### src/rtl/multiword_add_sequencer_if.sv
// Handshake and Add-unit bus for multiword_add_sequencer.
// The sequencer uses the slave view; requester, consumer and the Add unit share the master view.
interface multiword_add_sequencer_if #(
   parameter int unsigned N = 32,
   parameter int unsigned W = 4
);
   localparam int unsigned WN = N * W;

   logic          in_valid;
   logic          in_ready;
   logic [WN-1:0] in_a;
   logic [WN-1:0] in_b;
   logic          in_ci;
   logic          in_sub;

   logic [N-1:0]  add_a;
   logic [N-1:0]  add_b;
   logic          add_ci;
   logic [N-1:0]  add_c;
   logic          add_co;

   logic          out_valid;
   logic          out_ready;
   logic [WN-1:0] out_c;
   logic          out_co;
   logic          out_ovf;

   modport slave (
      input  in_valid, in_a, in_b, in_ci, in_sub,
      output in_ready,
      output add_a, add_b, add_ci,
      input  add_c, add_co,
      output out_valid, out_c, out_co, out_ovf,
      input  out_ready
   );

   modport master (
      output in_valid, in_a, in_b, in_ci, in_sub,
      input  in_ready,
      input  add_a, add_b, add_ci,
      output add_c, add_co,
      input  out_valid, out_c, out_co, out_ovf,
      output out_ready
   );
endinterface

### src/rtl/multiword_add_sequencer.sv
// Multi-precision add/subtract sequencer: streams W slices of N bits, LSB first,
// through an external N-bit Add unit and assembles the W*N-bit result.
module multiword_add_sequencer #(
   parameter int unsigned N = 32,
   parameter int unsigned W = 4
) (
   input logic                    clk,
   input logic                    rst_n,
   multiword_add_sequencer_if.slave bus
);
   localparam int unsigned WN = N * W;
   localparam int unsigned KW = (W > 1) ? $clog2(W) : 1;
   localparam logic [KW-1:0] KLAST = KW'(W - 1);

   localparam logic [1:0] S_IDLE = 2'd0;
   localparam logic [1:0] S_RUN  = 2'd1;
   localparam logic [1:0] S_DONE = 2'd2;

   logic [1:0]    state;
   logic [KW-1:0] k;
   logic          carry;
   logic [WN-1:0] a_r;
   logic [WN-1:0] b_r;
   logic [WN-1:0] res;
   logic          co_r;
   logic          ovf_r;

   always_ff @(posedge clk) begin
      if (!rst_n) begin
         state <= S_IDLE;
         k     <= '0;
         carry <= 1'b0;
         res   <= '0;
         co_r  <= 1'b0;
         ovf_r <= 1'b0;
      end else begin
         case (state)
            S_IDLE: begin
               if (bus.in_valid) begin
                  // Subtraction as A + ~B + 1; B is inverted once here so RUN is add-only.
                  a_r   <= bus.in_a;
                  b_r   <= bus.in_sub ? ~bus.in_b : bus.in_b;
                  carry <= bus.in_sub ? 1'b1 : bus.in_ci;
                  k     <= '0;
                  state <= S_RUN;
               end
            end
            S_RUN: begin
               res[k*N +: N] <= bus.add_c;
               carry         <= bus.add_co;
               if (k == KLAST) begin
                  co_r  <= bus.add_co;
                  ovf_r <= (a_r[WN-1] == b_r[WN-1]) && (bus.add_c[N-1] != a_r[WN-1]);
                  k     <= '0;
                  state <= S_DONE;
               end else begin
                  k <= k + KW'(1);
               end
            end
            S_DONE: begin
               if (bus.out_ready) state <= S_IDLE;
            end
            default: state <= S_IDLE;
         endcase
      end
   end

   always_comb begin
      bus.add_a  = '0;
      bus.add_b  = '0;
      bus.add_ci = 1'b0;
      if (state == S_RUN) begin
         bus.add_a  = a_r[k*N +: N];
         bus.add_b  = b_r[k*N +: N];
         bus.add_ci = carry;
      end
   end

   assign bus.in_ready  = rst_n && (state == S_IDLE);
   assign bus.out_valid = (state == S_DONE);
   assign bus.out_c     = res;
   assign bus.out_co    = co_r;
   assign bus.out_ovf   = ovf_r;
endmodule

### src/flat_wrapper.sv
// flat-port wrapper written by rule: the top's interface ports become plain ports
module multiword_add_sequencer_flat 
#(
   parameter int unsigned N = 32,
   parameter int unsigned W = 4
)
  (clk, rst_n, bus_in_valid, bus_in_a, bus_in_b, bus_in_ci, bus_in_sub, bus_in_ready, bus_add_a, bus_add_b, bus_add_ci, bus_add_c, bus_add_co, bus_out_valid, bus_out_c, bus_out_co, bus_out_ovf, bus_out_ready);
  multiword_add_sequencer_if #(.N(N), .W(W)) bus_i ();
  input logic clk;
  input logic rst_n;
  input wire logic [$bits(bus_i.in_valid)-1:0] bus_in_valid;
  input wire logic [$bits(bus_i.in_a)-1:0] bus_in_a;
  input wire logic [$bits(bus_i.in_b)-1:0] bus_in_b;
  input wire logic [$bits(bus_i.in_ci)-1:0] bus_in_ci;
  input wire logic [$bits(bus_i.in_sub)-1:0] bus_in_sub;
  output wire logic [$bits(bus_i.in_ready)-1:0] bus_in_ready;
  output wire logic [$bits(bus_i.add_a)-1:0] bus_add_a;
  output wire logic [$bits(bus_i.add_b)-1:0] bus_add_b;
  output wire logic [$bits(bus_i.add_ci)-1:0] bus_add_ci;
  input wire logic [$bits(bus_i.add_c)-1:0] bus_add_c;
  input wire logic [$bits(bus_i.add_co)-1:0] bus_add_co;
  output wire logic [$bits(bus_i.out_valid)-1:0] bus_out_valid;
  output wire logic [$bits(bus_i.out_c)-1:0] bus_out_c;
  output wire logic [$bits(bus_i.out_co)-1:0] bus_out_co;
  output wire logic [$bits(bus_i.out_ovf)-1:0] bus_out_ovf;
  input wire logic [$bits(bus_i.out_ready)-1:0] bus_out_ready;
  assign bus_i.in_valid = bus_in_valid;
  assign bus_i.in_a = bus_in_a;
  assign bus_i.in_b = bus_in_b;
  assign bus_i.in_ci = bus_in_ci;
  assign bus_i.in_sub = bus_in_sub;
  assign bus_in_ready = bus_i.in_ready;
  assign bus_add_a = bus_i.add_a;
  assign bus_add_b = bus_i.add_b;
  assign bus_add_ci = bus_i.add_ci;
  assign bus_i.add_c = bus_add_c;
  assign bus_i.add_co = bus_add_co;
  assign bus_out_valid = bus_i.out_valid;
  assign bus_out_c = bus_i.out_c;
  assign bus_out_co = bus_i.out_co;
  assign bus_out_ovf = bus_i.out_ovf;
  assign bus_i.out_ready = bus_out_ready;
  multiword_add_sequencer #(.N(N), .W(W)) u_core (.clk(clk), .rst_n(rst_n), .bus(bus_i));
endmodule
### config.mk
export PLATFORM = sky130hd
export DESIGN_NAME = multiword_add_sequencer_flat
export DESIGN_NICKNAME = d
export VERILOG_FILES = /design/src/rtl/multiword_add_sequencer_if.sv /design/src/rtl/multiword_add_sequencer.sv /design/src/flat_wrapper.sv
export SDC_FILE = /design/constraint.sdc
export NUM_CORES = 1
export LEC_CHECK = 0
export CORE_UTILIZATION = 35
export CTS_CLUSTER_SIZE = 12
export DETAILED_ROUTE_END_ITERATION = 12
export PLACE_DENSITY_LB_ADDON = 0.3
export SLEW_MARGIN = 20
export SYNTH_ARGS = -nofsm -noshare
export SYNTH_HDL_FRONTEND = slang
export SYNTH_SLANG_ARGS = --single-unit
### constraint.sdc
create_clock -name clk -period 7.7 [get_ports clk]
set_input_delay 1.54 -clock clk [delete_from_list [all_inputs] [get_ports clk]]
set_output_delay 1.54 -clock clk [all_outputs]
set_load 0.02 [all_outputs]
Word level (Yosys, flattened, before mapping). Index checks and enable logic that the tools add are counted.

Logic and storage cells: 46. Input bits: 295. Register bits: 391. Output and inout bits: 197.

Shift operators: 4. Add/sub/neg operators: 2. Bitwise operators: 1. Reductions and logical operators: 8. Eq/ne operators: 8. Mux-type cells: 15.

Operators with widths (count): $shiftx A128 B8 Y32 (2); $bwmux W128 (1); $mux W128 (1); $not A128 Y128 (1); $shift A32 B34 Y128 const A (1); $shiftx A32 B34 Y128 (1); $mux W32 (2); $neg A7 Y34 (1); $mux W2 (5); $pmux W2 S3 (1); $reduce_and A3 Y1 (2); $eq A2 B2 Y1 const B (2); $ne A2 B1 Y1 const B (2); $pmux W2 S2 (1); $reduce_and A2 Y1 (2); $mux W1 (3); $add A2 B1 Y2 const B (1); $eq A2 B1 Y1 const B (1); $logic_and A1 B1 Y1 (2); $logic_not A2 Y1 (1); $ne A2 B2 Y1 const B (1); $pmux W1 S2 (1); $reduce_bool A2 Y1 (1); $eq A1 B1 Y1 (1); $ne A1 B1 Y1 (1).

Depth between registers and ports, before layout.
Word-level depth: 3. Depth in mapped cells: 10. Mapped depth without buffers: 5.

Least setup slack after synthesis. OpenSTA, ideal clock, no wires.

Path kind: input -> register. From: in rst_n. To: reg u_core.a_r[0] (enable). Setup time: 648 ps. Cell stages on the path: 4. Required time: 7052 ps. Slack: -909 ps. Arrival time: 7961 ps. Buffers on the path: 1. Cells stage by stage: buf_2 nand2b_1 nor2_1 and2_1.

Longest elaborated chain between the ends: 1.

Ends and longest elaborated chain: start, declared (line flat_wrapper.sv:10) `input logic rst_n;`; $reduce_and A3 Y1 (no line); end signal, assigned (line multiword_add_sequencer.sv:41) `a_r <= bus.in_a;`; end, declared (line multiword_add_sequencer.sv:22) `logic [WN-1:0] a_r;`.

Every way passes these cells. A chain may end at the register's enable or synchronous reset.

Final worst setup path.
From: reg u_core.k[0]. To: out bus_add_b[18].

Longest elaborated chain between the ends: 2.

Ends and longest elaborated chain: start, declared (line multiword_add_sequencer.sv:20) `logic [KW-1:0] k;`; start signal, assigned (line multiword_add_sequencer.sv:57) `k <= k + KW'(1);`; $shiftx A128 B8 Y32 (line multiword_add_sequencer.sv:74) `bus.add_b = b_r[k*N +: N];`; $mux W32 (line multiword_add_sequencer.sv:72) `if (state == S_RUN) begin`; end, declared (line flat_wrapper.sv:18) `output wire logic [$bits(bus_i.add_b)-1:0] bus_add_b;`.

Every way passes these cells.

==> out/results.ini <==
[status]
status=complete, no violations

[setup_path]
r2r_start=u_core.k[0]
r2r_slack_ns=4.71
rr_worst_depth=6
end_kind=primary output
cpMaxStageDelayCell=dfxtp_4
start_kind=flop
crit_chain=buf_4 -> mux4_2 -> and2_1 -> clkdlybuf4s50_1
cp_max_fo=47
crit_required_ns=6.16
path_class=reg -> out
crit_start=u_core.k[0]
arrival_ns=3.48
rr_endpoint=u_core.bus.out_c[96]
cpPeakStageDelay_ns=0.95

[drt]
vias_per_cell=4.78
firstDrtPassIters=5
drt-initial-drc-count=628
ant_nets=0
drt-total-wl_mm=42.1
wl_per_cell_um=20.0
drc=0
via_count=10048

[floorplanning]
core_area_sq_um=43500
rows=76
ios=492
dieWidth_um=213
start_util=0.358
die_area_sq_um=45300
fp.dieH_um=213

[synth]
synth_cells=1002
synth_top_area_frac=0.494
syn_area_per_cell_sq_um=15.5
ys_warn_count=0
yosysTopAreaCell=edfxtp_1
synth_area_leaders=edfxtp_1 (49%), dfxtp_1 (17%), mux4_2 (9.1%)
synth-main-ff-cell=edfxtp_1
ys_top_cells_by_count=edfxtp_1 (256), dfxtp_1 (135), xor2_1 (128)
async_reset_ff_frac=0
synth_edf_count=256
synth-seq-cells=391
synth_nets=1303
synthesis.area_sq_um=15600
ys_types=40
synth.yosys.seq_area_share=0.668
synth_most_common_cell=edfxtp_1

[finish]
ff_latch_area_sq_um=10400
multi_input_area_sq_um=4720
drive_gt1_frac=0.0999
stdcell_area_sq_um=22300
nets=1781
fillCellCount=3747
syn_to_final_growth_pct=43.3
final_core_util=0.513

[sta]
final_max_slew_viol_count=0
fin_tns_setup_ns=0
rsz0062_at_grt=false
setup_violations=0
max_clock_freq_ghz=0.199
hold_viol_final=0
final.min_clock_period_ns=5.02
finalCritPeriodShare=0.653
tightest_slew_ns=1.01
fin_skew_ns=0.0212
relSlewSlack=0.324

[placed_design]
dpl_cell_area_sq_um=20900
gp_congestion=0.857
portBuffers=491
dp_hpwl_mm=29.5

[min_path]
hold_class=reg -> reg
min_to=u_core.bus.out_c[49]
worstHoldStart=u_core.bus.out_c[49]
whs_path_depth=2

[run]
drv_cap=0

[clocking]
clk_pin_slew_ns=0.06
cts.sinks=391
cts_buffers=43
cts_root_buffer=clkbuf_16
hold_buffers=0
cts_setup_buffers=0
h-tree-depth=2
cts_tree=done
cts_resized=0
cts_buffer_depth=3
clock_latency_ns=0.56

[power]
ir_worst_vdd_uv=130
powerDensity_nw_per_um2=219
power.leakage_nw=7.66

[grt]
grt_pass1_wl_mm=61.4
grt_max_degree=106
grtUsageTotal=0.182
grt_pass1_vias=10200
antenna_found_initial=6
overflow=0

-- flip-flops by register name, indices dropped and copies added, names as in the netlist --
name                count
u_core.a_r            128
u_core.b_r            128
u_core.bus.out_c      128
u_core.k                2
u_core.state            2
u_core.bus.out_co       1
u_core.bus.out_ovf      1
u_core.carry            1
-- power breakdown --
part           internal, mW  switching, mW
registers              2.33         0.0348
logic                 0.286          0.220
clock network          1.20          0.807
total                  3.81           1.06
-- cell type report --
| class | instances | share of cell area |
|---|---|---|
| Clock inverter | 15 | 0.00657 |
| Clock buffer | 62 | 0.0548 |
| Tap cell | 585 | 0.0328 |
| Antenna cell | 4 | 0.000449 |
| Sequential cell | 391 | 0.466 |
| Multi-Input combinational cell | 533 | 0.212 |
| Timing Repair Buffer | 506 | 0.226 |
| Inverter | 5 | 0.000842 |
-- cells in the final DEF (no fill, tap or decap), types with 4 or more instances in the layout --
cell type / n
a21oi_1: 12
a22o_1: 64
and2_1: 64
buf_4: 13
clkbuf_1: 12
clkbuf_16: 45
clkdlybuf4s50_1: 489
clkinv_1: 5
clkinv_2: 5
dfxtp_1: 133
diode_2: 4
edfxtp_1: 256
ha_1: 6
inv_1: 4
mux4_2: 63
nand2_1: 37
nand3_1: 63
nand3b_1: 6
nor2_1: 5
o21ai_0: 57
xor2_1: 128
-- per-stage QoR --
| step | hold WS [ns] | std cells | total power, mW | setup WS, ns |
|---|---|---|---|---|
| after floorplan | 0.438 | 1002 | 2.64 | 1.94 |
| after global placement | 0.445 | 2019 | 2.91 | 3.14 |
| after detailed placement | 0.451 | 2019 | 2.92 | 3.11 |
| after CTS | 0.459 | 2096 | 4.94 | 2.48 |
| after global routing | 0.462 | 2099 | 5.05 | 2.35 |
| final | 0.456 | 2101 | 4.88 | 2.68 |
-- worst max-delay path, delay by kind of cell (launching register included) --
| family | cells | cell delay (ns) |
|---|---|---|
| buf+inv | 2 | 1.18 |
| simple gates | 1 | 0.17 |
| mux | 1 | 0.57 |
| flops | 1 | 0.95 |
-- worst max path at each step --
stage | endpoint | cells past startpoint
3_5_place_dp | bus_add_b[16] | 4
5_1_grt | bus_add_b[18] | 4
3_3_place_gp | bus_add_b[16] | 4
2_1_floorplan | u_core.a_r[0] | 4
6_report | bus_add_b[18] | 4
4_1_cts | bus_add_b[16] | 4
-- layer usage --
metal,wire length (um),vias up,share of wire,GRT usage
li1,-,4696,-,-
met2,21000,415,0.50,0.314
met5,41,-,0.00097,0
met4,882,6,0.021,0.0640
met3,4430,61,0.11,0.0705
met1,15700,4870,0.37,0.203
-- logic make-up after synthesis --
family / Yosys count / share of synthesized area
and+or+nand+nor: 194 / 0.0712
DFF: 391 / 0.668
AOI/OAI and AO/OA: 140 / 0.0616
xor gates and xnor gates: 128 / 0.0721
buffers and inverters: 78 / 0.0287
adders and majority gates: 6 / 0.00483
muxes: 65 / 0.0936
(Power assumes the default switching activity.)
